===== src/rtl/ttlc_io_arb_if.sv =====
// Host-side word port of the TTLC I/O bus arbiter.
// The host drives requests through the master modport; the arbiter implements the slave side.
interface ttlc_io_arb_if #(
   parameter int unsigned WORD_BITS = 8
);
   logic                 host_req;
   logic                 host_we;
   logic [7:0]           host_addr;
   logic [WORD_BITS-1:0] host_wdata;
   logic                 host_ack;
   logic [WORD_BITS-1:0] host_rdata;
   logic                 host_busy;

   modport master (
      output host_req,
      output host_we,
      output host_addr,
      output host_wdata,
      input  host_ack,
      input  host_rdata,
      input  host_busy
   );

   modport slave (
      input  host_req,
      input  host_we,
      input  host_addr,
      input  host_wdata,
      output host_ack,
      output host_rdata,
      output host_busy
   );
endinterface


===== src/rtl/ttlc_io_arb.sv =====
// Arbitrates the bit-addressed TTLC I/O bus between the MC14500 core (absolute priority)
// and a host word port that is serialised into single-bit accesses in core-idle cycles.
module ttlc_io_arb #(
   parameter int unsigned WORD_BITS    = 8,
   parameter int unsigned STARVE_LIMIT = 16
) (
   input  logic               clk,
   input  logic               rst_n,

   input  logic               core_req,
   input  logic [7:0]         core_addr,
   input  logic               core_we,
   input  logic               core_wdata,
   output logic               core_rdata,
   output logic               core_hold,

   ttlc_io_arb_if.slave       host,

   output logic [7:0]         io_addr,
   output logic               io_we,
   output logic               io_wdata,
   input  logic               io_rdata
);

   localparam int unsigned CntW   = (WORD_BITS > 1) ? $clog2(WORD_BITS) : 1;
   localparam int unsigned StallW = (STARVE_LIMIT > 0) ? $clog2(STARVE_LIMIT + 1) : 1;

   localparam logic [CntW-1:0]   LastBit  = CntW'(WORD_BITS - 1);
   localparam logic [StallW-1:0] StallMax = '1;
   localparam logic [StallW-1:0] StallLim = StallW'(STARVE_LIMIT);

   typedef enum logic [1:0] {
      StIdle,
      StXfer,
      StDone
   } state_e;

   state_e               state_q, state_d;
   logic [CntW-1:0]      bit_cnt_q, bit_cnt_d;
   logic [StallW-1:0]    stall_cnt_q, stall_cnt_d;
   logic [7:0]           addr_q, addr_d;
   logic                 we_q, we_d;
   logic [WORD_BITS-1:0] wdata_q, wdata_d;
   logic [WORD_BITS-1:0] rd_shadow_q, rd_shadow_d;
   logic [WORD_BITS-1:0] rdata_q, rdata_d;
   logic                 hold_q, hold_d;

   always_ff @(posedge clk or negedge rst_n) begin
      if (!rst_n) begin
         state_q     <= StIdle;
         bit_cnt_q   <= '0;
         stall_cnt_q <= '0;
         addr_q      <= '0;
         we_q        <= 1'b0;
         wdata_q     <= '0;
         rd_shadow_q <= '0;
         rdata_q     <= '0;
         hold_q      <= 1'b0;
      end else begin
         state_q     <= state_d;
         bit_cnt_q   <= bit_cnt_d;
         stall_cnt_q <= stall_cnt_d;
         addr_q      <= addr_d;
         we_q        <= we_d;
         wdata_q     <= wdata_d;
         rd_shadow_q <= rd_shadow_d;
         rdata_q     <= rdata_d;
         hold_q      <= hold_d;
      end
   end

   always_comb begin
      state_d     = state_q;
      bit_cnt_d   = bit_cnt_q;
      stall_cnt_d = stall_cnt_q;
      addr_d      = addr_q;
      we_d        = we_q;
      wdata_d     = wdata_q;
      rd_shadow_d = rd_shadow_q;
      rdata_d     = rdata_q;
      hold_d      = hold_q;

      unique case (state_q)
         StIdle: begin
            if (host.host_req) begin
               addr_d      = host.host_addr;
               we_d        = host.host_we;
               wdata_d     = host.host_wdata;
               bit_cnt_d   = '0;
               stall_cnt_d = '0;
               state_d     = StXfer;
            end
         end
         StXfer: begin
            if (core_req) begin
               if (stall_cnt_q != StallMax) begin
                  stall_cnt_d = stall_cnt_q + StallW'(1);
               end
               // Sticky until the word completes, even if the core backs off earlier.
               if ((STARVE_LIMIT != 0) && (stall_cnt_d == StallLim)) begin
                  hold_d = 1'b1;
               end
            end else begin
               stall_cnt_d = '0;
               if (!we_q) begin
                  rd_shadow_d[bit_cnt_q] = io_rdata;
               end
               if (bit_cnt_q == LastBit) begin
                  state_d = StDone;
                  hold_d  = 1'b0;
                  // Last bit lands in the shadow on this same edge, so load from _d.
                  if (!we_q) begin
                     rdata_d = rd_shadow_d;
                  end
               end else begin
                  bit_cnt_d = bit_cnt_q + CntW'(1);
               end
            end
         end
         StDone: begin
            state_d = StIdle;
         end
         default: begin
            state_d = StIdle;
         end
      endcase
   end

   always_comb begin
      io_addr  = 8'h00;
      io_we    = 1'b0;
      io_wdata = 1'b0;
      if (core_req) begin
         io_addr  = core_addr;
         io_we    = core_we;
         io_wdata = core_wdata;
      end else if (state_q == StXfer) begin
         io_addr  = addr_q + 8'(bit_cnt_q);
         io_we    = we_q;
         io_wdata = wdata_q[bit_cnt_q];
      end
   end

   assign core_rdata      = io_rdata;
   assign core_hold       = hold_q;
   assign host.host_ack   = (state_q == StDone);
   assign host.host_busy  = (state_q != StIdle);
   assign host.host_rdata = rdata_q;

endmodule

===== src/flat_wrapper.sv =====
// flat-port wrapper written by rule: the top's interface ports become plain ports
module ttlc_io_arb_flat 
#(
   parameter int unsigned WORD_BITS    = 8,
   parameter int unsigned STARVE_LIMIT = 16
)
  (clk, rst_n, core_req, core_addr, core_we, core_wdata, core_rdata, core_hold, io_addr, io_we, io_wdata, io_rdata, host_host_req, host_host_we, host_host_addr, host_host_wdata, host_host_ack, host_host_rdata, host_host_busy);
  ttlc_io_arb_if #(.WORD_BITS(WORD_BITS)) host_i ();
  input  logic clk;
  input  logic rst_n;
  input  logic core_req;
  input  logic [7:0] core_addr;
  input  logic core_we;
  input  logic core_wdata;
  output logic core_rdata;
  output logic core_hold;
  output logic [7:0] io_addr;
  output logic io_we;
  output logic io_wdata;
  input  logic io_rdata;
  input wire logic [$bits(host_i.host_req)-1:0] host_host_req;
  input wire logic [$bits(host_i.host_we)-1:0] host_host_we;
  input wire logic [$bits(host_i.host_addr)-1:0] host_host_addr;
  input wire logic [$bits(host_i.host_wdata)-1:0] host_host_wdata;
  output wire logic [$bits(host_i.host_ack)-1:0] host_host_ack;
  output wire logic [$bits(host_i.host_rdata)-1:0] host_host_rdata;
  output wire logic [$bits(host_i.host_busy)-1:0] host_host_busy;
  assign host_i.host_req = host_host_req;
  assign host_i.host_we = host_host_we;
  assign host_i.host_addr = host_host_addr;
  assign host_i.host_wdata = host_host_wdata;
  assign host_host_ack = host_i.host_ack;
  assign host_host_rdata = host_i.host_rdata;
  assign host_host_busy = host_i.host_busy;
  ttlc_io_arb #(.WORD_BITS(WORD_BITS), .STARVE_LIMIT(STARVE_LIMIT)) u_core (.clk(clk), .rst_n(rst_n), .core_req(core_req), .core_addr(core_addr), .core_we(core_we), .core_wdata(core_wdata), .core_rdata(core_rdata), .core_hold(core_hold), .host(host_i), .io_addr(io_addr), .io_we(io_we), .io_wdata(io_wdata), .io_rdata(io_rdata));
endmodule

===== config.mk =====
export PLATFORM = sky130hd
export DESIGN_NAME = ttlc_io_arb_flat
export DESIGN_NICKNAME = d
export VERILOG_FILES = /design/src/rtl/ttlc_io_arb_if.sv /design/src/rtl/ttlc_io_arb.sv /design/src/flat_wrapper.sv
export SDC_FILE = /design/constraint.sdc
export NUM_CORES = 1
export LEC_CHECK = 0
export ABC_AREA = 0
export CAP_MARGIN = 5
export CORE_MARGIN = 2
export CORE_UTILIZATION = 63
export DETAILED_ROUTE_END_ITERATION = 10
export DONT_BUFFER_PORTS = 1
export GPL_ROUTABILITY_DRIVEN = 0
export HOLD_SLACK_MARGIN = 0.05
export PLACE_DENSITY = 0.89
export SYNTH_ARGS = -nofsm -noshare
export SYNTH_HDL_FRONTEND = slang
export SYNTH_SLANG_ARGS = --single-unit

===== constraint.sdc =====
create_clock -name clk -period 2.94 [get_ports clk]
set_input_delay 0.882 -clock clk [delete_from_list [all_inputs] [get_ports clk]]
set_output_delay 0.882 -clock clk [all_outputs]
set_load 0.01 [all_outputs]

==> results of run 1 <==
layout make-up:
cell class	instances	area, um2	area share [%]
clock buffer	6	82.6	3.25
clock inverter	2	10.0	0.394
inverter	8	35.0	1.38
multi-input combinational	159	1210	47.5
sequential	44	1100	43.3
tap	48	60.1	2.36
timing repair buffer	6	45.0	1.77
cells in the final DEF (no fill, tap or decap), drive strengths merged, types with 4 or more instances in the layout:
| cell | synthesis | final |
|---|---|---|
| buf | 8 | 6 |
| inv | 8 | 8 |
| a22o | 5 | 5 |
| a21oi | 14 | 14 |
| mux2i | 9 | 9 |
| dfrtp | 44 | 44 |
| nor2 | 18 | 18 |
| xor2 | 4 | 4 |
| nand2 | 21 | 21 |
| o21ai | 18 | 18 |
| ha | 6 | 6 |
| mux2 | 22 | 22 |
| clkbuf | 3 | 6 |
kinds of logic after synthesis:
family                   after synthesis  share of synthesized area [%]
AND/OR/NAND/NOR                       62                           14.6
adder cells (fa/ha/maj)                7                           3.97
buffers and inverters                 19                           4.44
XOR/XNOR                               6                           2.19
flip-flops                            44                           46.0
multiplexers                          32                           15.2
AO/OA/AOI/OAI                         52                           13.7
timing repair:
item                                    CTS  global route
hold buffers                              0             0
resized for setup                         3             5
buffers inserted                          0             1
endpoints found under the setup margin    2             3
per-layer routing:
layer | global-route usage [%] | share of wire [%] | up-vias
li1 | - | - | 805
met1 | 28.9 | 43 | 816
met2 | 34.3 | 47 | 60
met3 | 7.88 | 7.5 | 12
met4 | 10.9 | 2.7 | 0
met5 | 0 | 0 | -
critical path, cell delays in order, from the launching register on:
cell and delay, ns:
dfrtp_1 0.36, ha_2 0.19, inv_1 0.05, fa_2 0.37
nor2b_4 0.13, o2111ai_2 0.12, xor2_1 0.17, o21ai_1 0.12
buf_4 0.14
state kept, by name, indices dropped and copies added, names as in the netlist:
signal                  count
u_core.addr_q               8
u_core.bit_cnt_q            3
u_core.core_hold            1
u_core.host.host_rdata      8
u_core.rd_shadow_q          8
u_core.stall_cnt_q          5
u_core.state_q              2
u_core.wdata_q              8
u_core.we_q                 1
worst max path at each step:
stage,end,from,slack (ns),cells past startpoint
4_1_cts,io_addr[6],u_core.addr_q[0],0.01,8
3_3_place_gp,io_addr[6],u_core.addr_q[0],0.38,8
2_1_floorplan,io_addr[6],u_core.bit_cnt_q[1],0.40,7
6_report,io_addr[6],u_core.addr_q[0],0.10,8
5_1_grt,io_addr[6],u_core.bit_cnt_q[0],-0.02,8
3_5_place_dp,io_addr[6],u_core.addr_q[0],0.31,8
power breakdown:
group | switching (mW) | internal [mW]
Sequential | 0.238 | 0.864
Clock | 0.192 | 0.187
Combinational | 0.530 | 0.543
Total | 0.960 | 1.59
stage by stage:
stage / hold WS [ns] / area, um2 / TNS, ns
final: 0.279 / 2540 / 0
after detailed placement: 0.489 / 2420 / 0
after global routing: 0.252 / 2540 / -0.0222
after floorplan: 0.455 / 2400 / 0
after CTS: 0.262 / 2520 / 0
after global placement: 0.474 / 2420 / 0
==> results.yml, run 1 <==
global_routing:
  grt_pass1_wl_um: 7190
  grt_pass1_vias: 1567
  gr-usage-all-layers_pct: 22.6
  antenna_found_initial: 0
  gr-total-overflow: 0
  grt_max_degree: 45
critical_path:
  critical_path_arrival_ns: 1.95
  crit_path_start_kind: "register"
  reg2reg_from: "u_core.bit_cnt_q[1]"
  r2r_slack_ns: 0.82
  endpoint_kind: "output port"
  ff2ff_path_depth: 7
  required_ns: 2.06
  path_class: "reg2out"
  rr_endpoint: "u_core.host.host_rdata[1]"
  crit_fanout: 3
floorplanning:
  die_width_um: 65.7
  die_height_um: 65.7
  die_area_mm2: 0.00431
  initial_core_util_pct: 65.4
  row_count: 22
  io_pins: 54
  fp.coreArea_mm2: 0.00366
worst_hold_path:
  min_path_type: "in2async"
place:
  io_buffers: 0
  placed_cells: 264
  pre_cts_slack_ns: 0.309
  dp.final_hpwl_um: 3200
timing:
  hold_violations: 0
  tightest_slew_ns: 0.593
  fmax_mhz: 353
  relSlewSlack_pct: 60.4
  period_minus_slack_ns: 2.84
  finalSetupViolCount: 0
  finalCritPeriodShare_pct: 96.5
  rsz0062_at_grt: "true"
  fin_ws_ns: 0.104
  fin_worst_skew_ns: 0.00949
  drv_slew: 0
clock_network:
  cts_sinks: 44
  cts.path.max_buffers: 2
  clk_latency_ns: 0.29
  path_clk_slew_ns: 0.08
  numCtsBuffers: 5
  ctsHtreeMaxLevel: 2
  cts_tree: "done"
  cts_root_buf: "clkbuf_8"
logic_synthesis:
  ys_types: 51
  yosysMostFrequentCell: "dfrtp_1"
  synth.top_cell.area_share_pct: 46.0
  async_reset_ff_share_pct: 100
  netlist_area_mm2: 0.00240
  yosys_register_bits: 44
  synth_ff_type: "dfrtp_1"
  synth_top_cell_by_area: "dfrtp_1"
  synth_warnings: 0
  syn_area_per_cell_um2: 10.8
  yosysSeqAreaShare_pct: 46.0
  synth.top_cells.by_area: "dfrtp_1 (46%), mux2_2 (9.9%), mux2i_1 (3.8%)"
  syn_inst: 222
  synth-edff-count: 0
  yosys-top-cells-count: "dfrtp_1 (44), mux2_2 (21), nand2_1 (21)"
  syn-num-nets: 261
route:
  firstDrtPassIters: 4
  viasPerCell: 6.20
  drtIter0Drc: 94
  wl_per_cell_um: 16.3
  wirelength_um: 4460
  ant_nets: 0
  vias: 1693
  drcViolationCount: 0
outcome:
  outcome: "finished clean"
power:
  p_leak_nw: 1.10
  ir_worst_vdd_uv: 519
  power_density_mw_per_mm2: 1010
  power_mw: 2.55
run:
  cap_violations: 0
layout:
  drive_gt1_share_pct: 22.2
  nets: 263
  insertedDiodeCount: 0
  fillers: 272
  stdcell_count: 273
  syn2layout_area_growth_pct: 6.06
  final_util_pct: 69.4
(Power assumes the default switching activity.)
==> run 2, diff against run 1 <==
--- a/config.mk
+++ b/config.mk
@@ -8,12 +8,13 @@
 export ABC_AREA = 0
 export CAP_MARGIN = 5
 export CORE_MARGIN = 2
-export CORE_UTILIZATION = 63
+export CORE_UTILIZATION = 66
+export CTS_BUF_LIST = sky130_fd_sc_hd__clkbuf_2 sky130_fd_sc_hd__clkbuf_4 sky130_fd_sc_hd__clkbuf_8
 export DETAILED_ROUTE_END_ITERATION = 10
 export DONT_BUFFER_PORTS = 1
 export GPL_ROUTABILITY_DRIVEN = 0
 export HOLD_SLACK_MARGIN = 0.05
-export PLACE_DENSITY = 0.89
+export PLACE_DENSITY = 0.92
 export SYNTH_ARGS = -nofsm -noshare
 export SYNTH_HDL_FRONTEND = slang
 export SYNTH_SLANG_ARGS = --single-unit
==> run 2 against run 1 <==
Net effect:
- combinational power barely moved
- register-to-register slack worse by 0.07 ns
- die area down 4.3%
- non-clock buffer count is 1 higher
- clock-buffer cell count stayed put
- via count shrank 0.12%
- critical path depth unchanged
- sequential power about the same
- sequential cell count unchanged
- setup slack lost 0.075 ns
==> results.yml, run 2 (synthesis results as in run 1) <==
layout:
  fillers: 241
  layout_commonest_cell: "dfrtp_1"
  drive_gt1_share_pct: 22.1
  syn2layout_area_growth_pct: 4.49
  insertedDiodeCount: 0
  stdcell_count: 272
  mostFrequentLayoutCells: "dfrtp_1 (44), nand2_1 (21), mux2_2 (21)"
  nets: 264
route:
  wl_per_cell_um: 16.4
  firstDrtPassIters: 4
  ant_nets: 0
  drcViolationCount: 0
  vias: 1691
  drtIter0Drc: 61
  viasPerCell: 6.22
  wirelength_um: 4450
global_routing:
  grt_pass1_vias: 1621
  grt_max_degree: 45
  gr-total-overflow: 0
  gr-usage-all-layers_pct: 23.2
  antenna_found_initial: 0
  grt_pass1_wl_um: 7340
critical_path:
  slowest_stage: "dfrtp_1"
  r2r_slack_ns: 0.75
  crit_path_start_kind: "register"
  max_stage_delay_ns: 0.38
  critical_path_arrival_ns: 2.03
  crit_fanout: 3
  required_ns: 2.06
  path_class: "reg2out"
  cpLargestDelayFamily: "adder cells"
  endpoint_kind: "output port"
  crit_buf_inv: 2
  crit_chain: "ha_2 -> inv_1 -> fa_2 -> nor2b_2 -> o2111ai_1 -> xor2_1 -> o21ai_1 -> buf_4"
clock_network:
  cts_root_buf: "clkbuf_4"
  numCtsBuffers: 5
  cts_hold_buf: 0
  path_clk_slew_ns: 0.13
  cts_tree: "done"
  cts_sinks: 44
  ctsHtreeMaxLevel: 2
  cts.path.max_buffers: 2
  clk_latency_ns: 0.36
timing:
  hold_violations: 0
  relSlewSlack_pct: 62.7
  drv_slew: 0
  finalCritPeriodShare_pct: 99.0
  finalSetupViolCount: 0
  hold_ws_ns: 0.200
  fin_ws_ns: 0.0294
  fin_worst_skew_ns: 0.0185
  fmax_mhz: 344
  tightest_slew_ns: 0.558
  period_minus_slack_ns: 2.91
  rsz0062_at_grt: "true"
floorplanning:
  io_pins: 54
  row_count: 21
  die_height_um: 64.3
  die_area_mm2: 0.00413
  initial_core_util_pct: 70.1
  fp.coreArea_mm2: 0.00342
  die_width_um: 64.3
power:
  power_density_mw_per_mm2: 985
  p_leak_nw: 1.09
  ir_worst_vdd_uv: 564
place:
  dp.final_hpwl_um: 3240
  placed_cells: 262
  io_buffers: 0
  pre_cts_slack_ns: 0.319
outcome:
  outcome: "finished clean"
worst_hold_path:
  min_path_type: "in2async"
run:
  cap_violations: 0
## run 2: stage by stage
stage | area (um2) | utilization, % | power [mW] | TNS [ns]
floorplan | 2400 | - | 1.94 | 0
global placement | 2420 | 70.8 | 2.07 | 0
detailed placement | 2420 | 70.8 | 2.14 | 0
CTS | 2490 | 72.9 | 2.45 | 0
global route | 2500 | 73.3 | 2.66 | -0.0988
finish | 2500 | 73.3 | 2.46 | 0
## run 2: cell type report
| type | count | area [um2] | area share (%) |
|---|---|---|---|
| multi-input combinational | 159 | 1200 | 47.8 |
| inverter | 8 | 35.0 | 1.40 |
| clock inverter | 2 | 10.0 | 0.400 |
| tap | 46 | 57.6 | 2.30 |
| timing repair buffer | 7 | 52.6 | 2.10 |
| clock buffer | 6 | 51.3 | 2.05 |
| sequential | 44 | 1100 | 44.0 |
## run 2: timing repair
action,CTS,global route
resized for setup,4,3
pin swaps,0,0
endpoints found under the setup margin,3,3
setup buffers,1,1
## run 2: per-layer routing
metal | routed length [um] | global-route usage [%]
met2 | 2040 | 36.2
met3 | 325 | 5.46
met5 | 0 | 0
met4 | 119 | 10.9
met1 | 1960 | 30.9
## run 2: worst paths after layout
| path | startpoint | endpoint | cells after the start |
|---|---|---|---|
| max | u_core.bit_cnt_q[0] | io_addr[6] | 8 |
| min in group clk | u_core.rd_shadow_q[2] | u_core.rd_shadow_q[2] | 2 |
| max reg2reg | u_core.bit_cnt_q[0] | u_core.host.host_rdata[2] | 9 |
| min | rst_n | u_core.host.host_rdata[1] | 0 |
| min reg2reg | u_core.rd_shadow_q[2] | u_core.rd_shadow_q[2] | 2 |
| max in group asynchronous | rst_n | u_core.addr_q[2] | 0 |
## run 2: where the power goes
group / switching (mW) / leakage (nW) / internal [mW] / total [mW]
clock network: 0.188 / 0.0380 / 0.114 / 0.302
logic: 0.519 / 0.513 / 0.542 / 1.06
registers: 0.240 / 0.540 / 0.862 / 1.10
total: 0.947 / 1.09 / 1.52 / 2.46
==> run 3, diff against run 2 <==
--- a/config.mk
+++ b/config.mk
@@ -7,7 +7,6 @@
 export LEC_CHECK = 0
 export ABC_AREA = 0
 export CAP_MARGIN = 5
-export CORE_MARGIN = 2
 export CORE_UTILIZATION = 66
 export CTS_BUF_LIST = sky130_fd_sc_hd__clkbuf_2 sky130_fd_sc_hd__clkbuf_4 sky130_fd_sc_hd__clkbuf_8
 export DETAILED_ROUTE_END_ITERATION = 10
@@ -15,6 +14,7 @@
 export GPL_ROUTABILITY_DRIVEN = 0
 export HOLD_SLACK_MARGIN = 0.05
 export PLACE_DENSITY = 0.92
+export SETUP_SLACK_MARGIN = 0.2
 export SYNTH_ARGS = -nofsm -noshare
 export SYNTH_HDL_FRONTEND = slang
 export SYNTH_SLANG_ARGS = --single-unit
==> run 3 against run 2 <==
Net effect:
- the run now ends with negative setup slack left
- critical endpoint unchanged
- sequential share of layout area is 0.96 points lower
- fmax is 1.3% lower
- clock skew is 0.0083 ns lower
- power is 4.5% higher
- critical path depth stayed put
- non-clock buffer count is 4 higher
- final cell count is 1.5% higher
- sequential cell count stayed put
- routed wire length is 3.2% higher
- via count is 4.1% higher
==> results.yml, run 3 (synthesis results as in run 1) <==
route:
  drcViolationCount: 0
  firstDrtPassIters: 5
  viasPerCell: 6.38
  drtIter0Drc: 96
  ant_nets: 0
  wirelength_um: 4600
  wl_per_cell_um: 16.7
  vias: 1761
critical_path:
  critical_path_arrival_ns: 2.07
  crit_chain: "ha_2 -> inv_1 -> fa_2 -> nor2b_4 -> o2111ai_2 -> xor2_1 -> o21ai_1 -> buf_4"
  max_stage_delay_ns: 0.40
  crit_buf_inv: 2
  r2r_slack_ns: 0.86
  slowest_stage: "dfrtp_1"
  path_class: "reg2out"
  required_ns: 2.06
  endpoint_kind: "output port"
  crit_path_start_kind: "register"
  cpLargestDelayFamily: "adder cells"
  crit_fanout: 2
global_routing:
  gr-total-overflow: 0
  grt_max_degree: 45
  grt_pass1_wl_um: 7780
  antenna_found_initial: 0
  gr-usage-all-layers_pct: 26.1
  grt_pass1_vias: 1673
power:
  power_density_mw_per_mm2: 1000
  p_leak_nw: 1.11
  ir_worst_vdd_uv: 495
timing:
  hold_violations: 0
  finalSetupViolCount: 1
  fin_worst_skew_ns: 0.0102
  tightest_slew_ns: 0.572
  period_minus_slack_ns: 2.95
  drv_slew: 0
  relSlewSlack_pct: 61.9
  fmax_mhz: 339
  rsz0062_at_grt: "true"
  finalCritPeriodShare_pct: 100
  fin_ws_ns: -0.00827
floorplanning:
  fp.coreArea_mm2: 0.00342
  die_width_um: 62.3
  io_pins: 54
  row_count: 21
  initial_core_util_pct: 70.1
  die_height_um: 62.3
  die_area_mm2: 0.00388
outcome:
  violations: "negative setup slack"
  outcome: "finished, violations left"
clock_network:
  ctsHtreeMaxLevel: 2
  cts_tree: "done"
  path_clk_slew_ns: 0.12
  numCtsBuffers: 5
  cts_sinks: 44
  cts.path.max_buffers: 2
  cts_hold_buf: 0
  cts_root_buf: "clkbuf_4"
  clk_latency_ns: 0.35
layout:
  insertedDiodeCount: 0
  fillers: 229
  drive_gt1_share_pct: 26.1
  syn2layout_area_growth_pct: 6.95
  register_area_mm2: 0.00110
  nets: 268
  layout_commonest_cell: "dfrtp_1"
  multi_input_area_mm2: 0.00121
  mostFrequentLayoutCells: "dfrtp_1 (43), mux2_2 (21), nand2_1 (20)"
  finish.instance_area_mm2: 0.00256
run:
  cap_violations: 0
place:
  placed_area_mm2: 0.00242
  io_buffers: 0
  pre_cts_slack_ns: 0.318
  dp.final_hpwl_um: 3150
worst_hold_path:
  min_path_type: "in2async"
run 3: path summary, 6_finish.rpt:
kind                                     start                   endpoint  cells past startpoint
setup / recovery              u_core.addr_q[0]                 io_addr[6]                      8
hold / removal                           rst_n        u_core.bit_cnt_q[1]                      0
setup reg to reg           u_core.bit_cnt_q[1]  u_core.host.host_rdata[3]                      8
hold reg to reg              u_core.wdata_q[5]          u_core.wdata_q[5]                      1
max in group asynchronous                rst_n          u_core.wdata_q[5]                      0
min in group clk             u_core.wdata_q[5]          u_core.wdata_q[5]                      1
run 3: final cells by class:
class                   instances  area share (%)
repair buffers                 11            3.37
flip-flops and latches         44            43.0
multi-input cells             159            47.4
well taps                      46            2.25
inverters                       8            1.37
clock buffers                   8            2.59
run 3: report_power, final:
group / internal (mW) / total [mW] / switching (mW)
sequential: 0.864 / 1.11 / 0.249
combinational: 0.597 / 1.15 / 0.554
clock: 0.137 / 0.312 / 0.175
run 3: what timing repair did:
item                                    CTS  global route
endpoints found under the setup margin    6             7
resized for setup                        10             5
buffers inserted                          1             5
endpoints found under the hold margin     0             0
pin swaps                                 3             6
run 3: through the flow:
step                      utilization (%)  hold slack, ns  total power [mW]  setup TNS [ns]  instances
final                                75.0           0.206              2.58        -0.00827        276
after global routing                 75.0           0.170              2.77          -0.146        276
after CTS                            73.6           0.191              2.49               0        271
after detailed placement             70.8           0.498              2.13               0        262
after global placement               70.8           0.475              2.07               0        262
after floorplan                         -           0.455              1.94               0        222
run 3: layer usage:
| metal | track usage (%) | wire (um) | up-vias |
|---|---|---|---|
| li1 | - | - | 814 |
| met1 | 32.2 | 1980 | 859 |
| met2 | 41.8 | 2160 | 76 |
| met3 | 9.38 | 352 | 12 |
| met4 | 10.8 | 102 | 0 |
| met5 | 0 | 0 | - |
